--- config.mk ---
export PLATFORM = sky130hd
export DESIGN_NAME = oehb_nslot
export DESIGN_NICKNAME = d
export VERILOG_FILES = /design/src/rtl/oehb_pkg.sv /design/src/rtl/oehb_nslot_dataless.sv /design/src/rtl/oehb_nslot.sv
export SDC_FILE = /design/constraint.sdc
export NUM_CORES = 1
export LEC_CHECK = 0
export ABC_AREA = 1
export CORE_AREA = 2 2 81 90
export DETAILED_ROUTE_END_ITERATION = 8
export DIE_AREA = 0 0 83 92
export GPL_ROUTABILITY_DRIVEN = 0
export PLACE_DENSITY = 0.76
export SYNTH_ARGS = -nofsm -noshare
export SYNTH_HDL_FRONTEND = slang
export SYNTH_SLANG_ARGS = --single-unit
--- constraint.sdc ---
create_clock -name clk -period 2.6 [get_ports clk]
set_input_delay 0.52 -clock clk [delete_from_list [all_inputs] [get_ports clk]]
set_output_delay 0.52 -clock clk [all_outputs]
set_load 0.02 [all_outputs]
--- src/rtl/oehb_pkg.sv ---
// Shared sizing helpers for the multi-slot opaque elastic buffer.
package oehb_pkg;

    localparam int OEHB_MAX_SLOTS = 4096;

    function automatic int ptr_width(input int n);
        int w;
        w = $clog2(n);
        return (w < 1) ? 1 : w;
    endfunction

    function automatic int cnt_width(input int n);
        return $clog2(n + 1);
    endfunction

endpackage

--- src/rtl/oehb_nslot_dataless.sv ---
// Control half of oehb_nslot: circular-buffer pointers, token count and handshake flags.
// Exposes the count when OEHB_NSLOT_OCCUPANCY_EN is defined.
module oehb_nslot_dataless
    import oehb_pkg::*;
#(
    parameter  int NUM_SLOTS = 2,
    localparam int PTR_W     = ptr_width(NUM_SLOTS),
    localparam int CNT_W     = cnt_width(NUM_SLOTS)
) (
    input  logic             clk,
    input  logic             rst,
    input  logic             ins_valid,
    output logic             ins_ready,
    output logic             outs_valid,
    input  logic             outs_ready,
    output logic             wr_en,
    output logic [PTR_W-1:0] wr_addr,
    output logic [PTR_W-1:0] rd_addr
`ifdef OEHB_NSLOT_OCCUPANCY_EN
    ,
    output logic [CNT_W-1:0] count
`endif
);

    if (NUM_SLOTS < 1 || NUM_SLOTS > OEHB_MAX_SLOTS) begin : g_bad_num_slots
        $error("oehb_nslot: NUM_SLOTS out of supported range");
    end

    logic [PTR_W-1:0] wr_ptr;
    logic [PTR_W-1:0] rd_ptr;
    logic [CNT_W-1:0] cnt;
    logic             push;
    logic             pop;

    // Pointers wrap explicitly so NUM_SLOTS need not be a power of two.
    function automatic logic [PTR_W-1:0] ptr_inc(input logic [PTR_W-1:0] p);
        return (p == PTR_W'(NUM_SLOTS - 1)) ? '0 : p + 1'b1;
    endfunction

    assign ins_ready  = (cnt != CNT_W'(NUM_SLOTS));
    assign outs_valid = (cnt != '0);
    assign push       = ins_valid & ins_ready;
    assign pop        = outs_valid & outs_ready;

    always_ff @(posedge clk or posedge rst) begin
        if (rst) begin
            wr_ptr <= '0;
            rd_ptr <= '0;
            cnt    <= '0;
        end else begin
            if (push) begin
                wr_ptr <= ptr_inc(wr_ptr);
            end
            if (pop) begin
                rd_ptr <= ptr_inc(rd_ptr);
            end
            case ({push, pop})
                2'b10:   cnt <= cnt + 1'b1;
                2'b01:   cnt <= cnt - 1'b1;
                default: cnt <= cnt;
            endcase
        end
    end

    assign wr_en   = push;
    assign wr_addr = wr_ptr;
    assign rd_addr = rd_ptr;

`ifdef OEHB_NSLOT_OCCUPANCY_EN
    assign count = cnt;
`endif

endmodule

--- src/rtl/oehb_nslot.sv ---
// Multi-slot opaque elastic buffer: registered valid/data and ready, FIFO order, no bypass.
// Optional occupancy output enabled by defining OEHB_NSLOT_OCCUPANCY_EN.
module oehb_nslot
    import oehb_pkg::*;
#(
    parameter  int DATA_WIDTH = 32,
    parameter  int NUM_SLOTS  = 2,
    localparam int PTR_W      = ptr_width(NUM_SLOTS),
    localparam int CNT_W      = cnt_width(NUM_SLOTS)
) (
    input  logic                  clk,
    input  logic                  rst,
    input  logic [DATA_WIDTH-1:0] ins,
    input  logic                  ins_valid,
    output logic                  ins_ready,
    output logic [DATA_WIDTH-1:0] outs,
    output logic                  outs_valid,
    input  logic                  outs_ready
`ifdef OEHB_NSLOT_OCCUPANCY_EN
    ,
    output logic [CNT_W-1:0]      occupancy
`endif
);

    logic [DATA_WIDTH-1:0] mem [NUM_SLOTS];
    logic                  wr_en;
    logic [PTR_W-1:0]      wr_addr;
    logic [PTR_W-1:0]      rd_addr;

    oehb_nslot_dataless #(
        .NUM_SLOTS (NUM_SLOTS)
    ) u_ctrl (
        .clk        (clk),
        .rst        (rst),
        .ins_valid  (ins_valid),
        .ins_ready  (ins_ready),
        .outs_valid (outs_valid),
        .outs_ready (outs_ready),
        .wr_en      (wr_en),
        .wr_addr    (wr_addr),
        .rd_addr    (rd_addr)
`ifdef OEHB_NSLOT_OCCUPANCY_EN
        ,
        .count      (occupancy)
`endif
    );

    // Storage is cleared on reset so outs reads 0 until the first token lands.
    always_ff @(posedge clk or posedge rst) begin
        if (rst) begin
            for (int i = 0; i < NUM_SLOTS; i++) begin
                mem[i] <= '0;
            end
        end else if (wr_en) begin
            mem[wr_addr] <= ins;
        end
    end

    assign outs = mem[rd_addr];

endmodule

==> results of run 1 <==
-- synthesized netlist by cell type, types with 2 or more instances --
cell type,n
buf_2,22
dfrtp_1,68
clkbuf_1,5
nand2_1,235
inv_1,6
nand3_2,2
nand4_1,65
nand3_1,2
buf_6,5
inv_2,2
-- routing by layer --
metal / up-vias / GRT usage (%) / part of all wire [%]
li1: 1473 / - / -
met1: 1365 / 28.3 / 42
met2: 94 / 37.8 / 50
met3: 8 / 3.24 / 6.5
met4: 0 / 10.7 / 1.4
met5: - / 0 / 0
-- state kept, by name, summed over array words and instances, names as in the netlist --
signal	count
mem	64
u_ctrl.cnt	2
u_ctrl.wr_addr	1
u_ctrl.rd_addr	1
-- layout make-up --
type	count	share of cell area [%]
Clock buffer	12	3.98
Clock inverter	2	0.241
Inverter	8	0.723
Multi-Input combinational cell	307	32.5
Sequential cell	68	41.0
Tap cell	85	2.56
Timing Repair Buffer	81	19.0
-- path summary, 6_finish.rpt --
path	to	depth (start not counted)	startpoint	slack, ps
max in group asynchronous	mem[10]$_DFFE_PP0P_	3	rst	1480
worst max-delay path	outs[30]	5	u_ctrl.rd_addr$_DFFE_PP0P_	140
worst min register to register	mem[35]$_DFFE_PP0P_	2	mem[35]$_DFFE_PP0P_	470
worst min-delay path	mem[35]$_DFFE_PP0P_	2	mem[35]$_DFFE_PP0P_	470
min in group asynchronous	mem[61]$_DFFE_PP0P_	2	rst	500
worst max register to register	mem[29]$_DFFE_PP0P_	5	u_ctrl.wr_addr$_DFFE_PP0N_	890
-- through the flow --
step / cell area, um2 / total power (W) / utilization [%]
after floorplan: 3280 / 0.00371 / -
after global placement: 3980 / 0.00475 / 58.1
after detailed placement: 3980 / 0.00482 / 58.1
after CTS: 4150 / 0.00561 / 60.7
after global routing: 4150 / 0.00600 / 60.7
final: 4150 / 0.00556 / 60.7
-- cell families (layout without fill, tap and decap cells) --
logic type | after synthesis | in the layout | share of synthesized area (%)
buffers and inverters | 42 | 103 | 6.91
adder cells (fa/ha/maj) | 1 | 1 | 0.381
flip-flops | 68 | 68 | 51.9
XOR/XNOR | 1 | 1 | 0.267
AND/OR/NAND/NOR | 305 | 305 | 40.6
-- power by group through the flow --
stage | Combinational [W] | Sequential (W) | Clock (W)
floorplan | 0.00193 | 0.00178 | 0
global placement | 0.00289 | 0.00185 | 0
detailed placement | 0.00295 | 0.00186 | 0
CTS | 0.00296 | 0.00185 | 0.000800
global route | 0.00325 | 0.00191 | 0.000838
finish | 0.00293 | 0.00185 | 0.000781
-- critical path, cell delays in order, from the launching register on --
cell and delay, ps:
dfrtp_1 380, inv_1 210, buf_4 270, nand2_1 70
nand2_1 60, clkdlybuf4s50_1 610
-- placed cells by master, fill, tap and decap left out --
cell type / count
buf_2: 1
clkbuf_8: 12
buf_4: 11
nand3_2: 2
ha_1: 1
dfrtp_1: 68
nand2_4: 1
nand3_1: 2
clkdlybuf4s50_1: 68
inv_1: 5
inv_2: 3
clkinv_2: 2
xnor2_1: 1
nand2_1: 235
buf_12: 1
nand4_1: 65
==> flow_metrics.tcl, run 1 <==
set metrics [dict create \
    outcome "finished clean" \
    viasPerCell 5.22 \
    grt_pass1_wl_um 13600 \
    nFillCells 629 \
    final_hold_viol_count 0 \
    hold_buffers 0 \
    synth.avg_cell_area_um2 7.86 \
    first_pass_iters 4 \
    synthDistinctLibCells 15 \
    yosysSeqAreaShare_pct 51.9 \
    fin_ws_ps 144 \
    drv_cap 0 \
    initial_core_util_pct 47.9 \
    fin_cells 563 \
    vias 2940 \
    relSlewSlack_pct 69.4 \
    p_per_area_nw_per_um2 1340 \
    cts_buffers 9 \
    dp.cells 549 \
    yosys-top-cells-area "dfrtp_1 52%, nand2_1 27%, nand4_1 12%" \
    synth_edf_count 0 \
    drive_above_1_share_pct 6.90 \
    die_area_um2 7640 \
    p_sw_w 0.00241 \
    synth_ff_type "dfrtp_1" \
    critPathKind "reg -> out" \
    dieHeight_um 92 \
    drcViolationCount 0 \
    grt_overflow 0 \
    yosys.area.top_type "dfrtp_1" \
    nets 512 \
    power_frac_comb_pct 52.6 \
    rsz0062_at_grt "false" \
    antenna_found_initial 0 \
    cts_setup_buffers 0 \
    synth_fp_nets 454 \
    irDropWorstVdd_uv 629 \
    hold_path.class "reg -> reg" \
    cp.required_ps 2080 \
    postRouteAntennaNets 0 \
    ioPinCount 70 \
    wl_per_cell_um 14.2 \
    holdWs_ps 471 \
    seq_area_um2 1700 \
    crit_path_end_kind "output port" \
    clockRootBuffer "clkbuf_8" \
    power.static_leakage_nw 2.17 \
    multi_input_area_um2 1350 \
    ys.warnings.count 0 \
    fmax_ghz 0.407 \
    critical_path.max_fanout 14 \
    skew_ps 5.87 \
    drv_slew 0 \
    layout_min_cycle_time_ps 2460 \
    grt_max_degree 49 \
    max_slew.worst_pin.slew_ps 458 \
    io_buffer_count 69 \
    worst_ep_arrival_time_ps 1940 \
    row_count 32 \
    syn_to_final_growth_pct 26.6 \
    routed_wirelength_um 7990 \
    drtIter0Drc 206 \
    synth.ff_latch_count 68 \
    p_int_w 0.00315 \
    clockPowerShare_pct 14.0 \
    mappedNetlistArea_um2 3280 \
    p_seq_share_pct 33.3 \
    grt_util_all_layers_pct 22.4 \
    yosysTopAreaCellShare_pct 51.9 \
    die_w_um 83 \
    setup_viol 0 \
    hpwlAfterDp_um 5170 \
    async_flop_share_pct 100 \
    synthCells 417 \
    dp_slack_ps 491 \
    clkTransAtPathRegs_ps 60 \
    grt_pass1_vias 2877 \
    finalCritPeriodShare_pct 94.4 \
    cp-start-kind "flop" \
    htreeDepth 3 \
    setup_tns_ps 0 \
    core_area_um2 6850 \
    clock-sinks 68 \
    swShare_pct 43.3 \
    clockBufferDepth 2 \
    clk_latency_ps 340 \
    post_cts_resized 0 \
    cts_tree "built" \
    antennaDiodeCount 0 \
]
Power figures use the tool's default switching activity.
==> run 2: changes to the inputs <==
--- a/config.mk
+++ b/config.mk
@@ -5,12 +5,12 @@
 export SDC_FILE = /design/constraint.sdc
 export NUM_CORES = 1
 export LEC_CHECK = 0
-export ABC_AREA = 1
-export CORE_AREA = 2 2 81 90
+export CORE_AREA = 2 2 79 89
 export DETAILED_ROUTE_END_ITERATION = 8
-export DIE_AREA = 0 0 83 92
+export DIE_AREA = 0 0 81 91
 export GPL_ROUTABILITY_DRIVEN = 0
 export PLACE_DENSITY = 0.76
+export SETUP_SLACK_MARGIN = 0.05
 export SYNTH_ARGS = -nofsm -noshare
 export SYNTH_HDL_FRONTEND = slang
 export SYNTH_SLANG_ARGS = --single-unit
==> run 2 against run 1 <==
Flip-flop and latch count stayed put. First-iteration DRC count is 77% lower. Critical path depth is 2 lower. Critical path type unchanged. Clock-buffer cell count is 1 lower. Largest cell class unchanged. Utilization is 3.2 points higher. Die area is 3.5% lower.
==> flow_metrics.tcl, run 2 <==
set metrics [dict create \
    outcome "finished clean" \
    synthDistinctLibCells 18 \
    r2r-end "mem[25]$_DFFE_PP0P_" \
    crit_path_end_kind "output port" \
    setup_viol 0 \
    drv_slew 0 \
    worst_ep_arrival_time_ps 1890 \
    synth_edf_count 0 \
    drive_above_1_share_pct 45.6 \
    drtIter0Drc 48 \
    hold_path.class "reg -> reg" \
    ioPinCount 70 \
    fin_ws_ps 193 \
    antenna_found_initial 0 \
    cp-start-kind "flop" \
    power.static_leakage_nw 1.77 \
    seq_area_um2 1700 \
    largest_register_ffs 64 \
    ys.warnings.count 0 \
    critPathKind "reg -> out" \
    synth_ff_type "dfrtp_1" \
    async_flop_share_pct 100 \
    first_pass_iters 2 \
    htreeDepth 3 \
    nets 302 \
    cp.required_ps 2080 \
    critPathMaxStageDelay_ps 560 \
    mappedNetlistArea_um2 3140 \
    multi_input_area_um2 1310 \
    synth_fp_nets 226 \
    synth.ff_latch_count 68 \
    yosys.area.top_type "dfrtp_1" \
    grt_max_degree 39 \
    final_common_cell "clkdlybuf4s50_1" \
    syn_to_final_growth_pct 31.0 \
    critical_path.max_fanout 18 \
    post_cts_resized 0 \
    grt_overflow 0 \
    yosysSeqAreaShare_pct 54.3 \
    max_slew.worst_pin.slew_ps 657 \
    wl_per_cell_um 16.0 \
    crit_family "buffers and inverters" \
    final_hold_viol_count 0 \
    hold_start "mem[62]$_DFFE_PP0P_" \
    cts_buffers 9 \
    synthCells 189 \
    skew_ps 5.74 \
    core_area_um2 6440 \
    reg2reg_from "u_ctrl.cnt[0]$_DFFE_PP0P_" \
    viasPerCell 4.97 \
    synth.avg_cell_area_um2 16.6 \
    antennaDiodeCount 0 \
    vias 1750 \
    grt_util_all_layers_pct 16.4 \
    hold_end "mem[62]$_DFFE_PP0P_" \
    cts_setup_buffers 0 \
    clockRootBuffer "clkbuf_8" \
    finalCritPeriodShare_pct 92.6 \
    io_buffer_count 69 \
    regMostFlops "mem" \
    postRouteAntennaNets 0 \
    nFillCells 505 \
    synth_most_common_cell "dfrtp_1" \
    biggestRegsByFlops "mem x64, u_ctrl.cnt x2" \
    yosysTopAreaCellShare_pct 54.3 \
    row_count 31 \
    relSlewSlack_pct 56.1 \
    cp_cell_sequence "buf_4 -> mux2_2 -> clkdlybuf4s50_1" \
    dp_slack_ps 455 \
    synthTopCellsByCount "68 x dfrtp_1, 66 x mux2_2, 30 x mux2_4, 4 x buf_6" \
    holdPathStages 1 \
    drv_cap 0 \
    slowest_stage "clkdlybuf4s50_1" \
    die_w_um 81 \
    most-common-layout-cells "69 x clkdlybuf4s50_1, 68 x dfrtp_1, 66 x mux2_2, 30 x mux2_4, 10 x clkbuf_8" \
    irDropWorstVdd_uv 754 \
    cts_tree "built" \
    die_area_um2 7370 \
    drcViolationCount 0 \
    dieHeight_um 91 \
    grt_pass1_vias 1867 \
    clock-sinks 68 \
    fmax_ghz 0.415 \
    layout_min_cycle_time_ps 2410 \
    hpwlAfterDp_um 3930 \
    clockBufferDepth 2 \
    grt_pass1_wl_um 8990 \
    reg2reg_depth 4 \
    setup_tns_ps 0 \
    rsz0062_at_grt "false" \
    initial_core_util_pct 48.7 \
    path_buf_inv 2 \
    routed_wirelength_um 5630 \
    rrSetupSlack_ps 940 \
    p_per_area_nw_per_um2 1460 \
    yosys-top-cells-area "dfrtp_1 54%, mux2_2 24%, mux2_4 14%" \
    clk_latency_ps 330 \
    hold_buffers 0 \
    clkTransAtPathRegs_ps 80 \
]
-- run 2: cell families (layout without fill, tap and decap cells) --
kind of cell,after synthesis,count (layout),share of synthesized area (%)
xor gates and xnor gates,5,5,1.40
adders and majority gates,1,1,0.399
buffers and inverters,12,93,4.07
DFF,68,68,54.3
muxes,96,96,38.1
and+or+nand+nor,7,7,1.80
-- run 2: routing by layer --
layer	share of wire, %	up-vias	global-route usage, %
met1	43	883	21.1
met3	4.2	9	4.27
li1	-	820	-
met2	50	38	25.6
met5	0	-	0
met4	1.9	0	7.63
-- run 2: worst max path at each step --
stage,startpoint,endpoint,slack [ps],cells after the start
final,u_ctrl.rd_addr$_DFFE_PP0P_,outs[9],190,3
after floorplan,rst,mem[0]$_DFFE_PP0P_,370,1
after global routing,u_ctrl.rd_addr$_DFFE_PP0P_,outs[11],120,3
after detailed placement,ins_valid,mem[29]$_DFFE_PP0P_,460,4
after CTS,u_ctrl.rd_addr$_DFFE_PP0P_,outs[9],150,3
after global placement,ins_valid,mem[21]$_DFFE_PP0P_,490,4
-- run 2: where the power goes --
part / total, W / leakage, nW / switching, W / internal, W
clock network: 0.000969 / 0.110 / 0.000399 / 0.000570
registers: 0.00189 / 0.800 / 0.000285 / 0.00161
logic: 0.00314 / 0.856 / 0.00127 / 0.00187
-- run 2: final cells by class --
type / count / share of cell area, %
inverters: 1 / 0.0914
flip-flops and latches: 68 / 41.4
clock inverters: 5 / 2.07
well taps: 82 / 2.50
clock buffers: 11 / 3.44
multi-input cells: 109 / 31.8
repair buffers: 76 / 18.7
-- run 2: worst reg2reg max path, cell delays in order (launching register included) --
cell and delay (ps):
dfrtp_1 410, nand2b_4 180, and3_4 390, buf_4 260, mux2_4 310
-- run 2: stage by stage --
step | total power (W) | hold WS, ps | std cells | utilization, % | cell area (um2)
floorplan | 0.00403 | 460 | 189 | - | 3140
global placement | 0.00501 | 480 | 336 | 60.3 | 3880
detailed placement | 0.00509 | 490 | 336 | 60.3 | 3880
CTS | 0.00608 | 506 | 352 | 63.8 | 4110
global route | 0.00633 | 515 | 352 | 63.8 | 4110
finish | 0.00600 | 503 | 352 | 63.8 | 4110
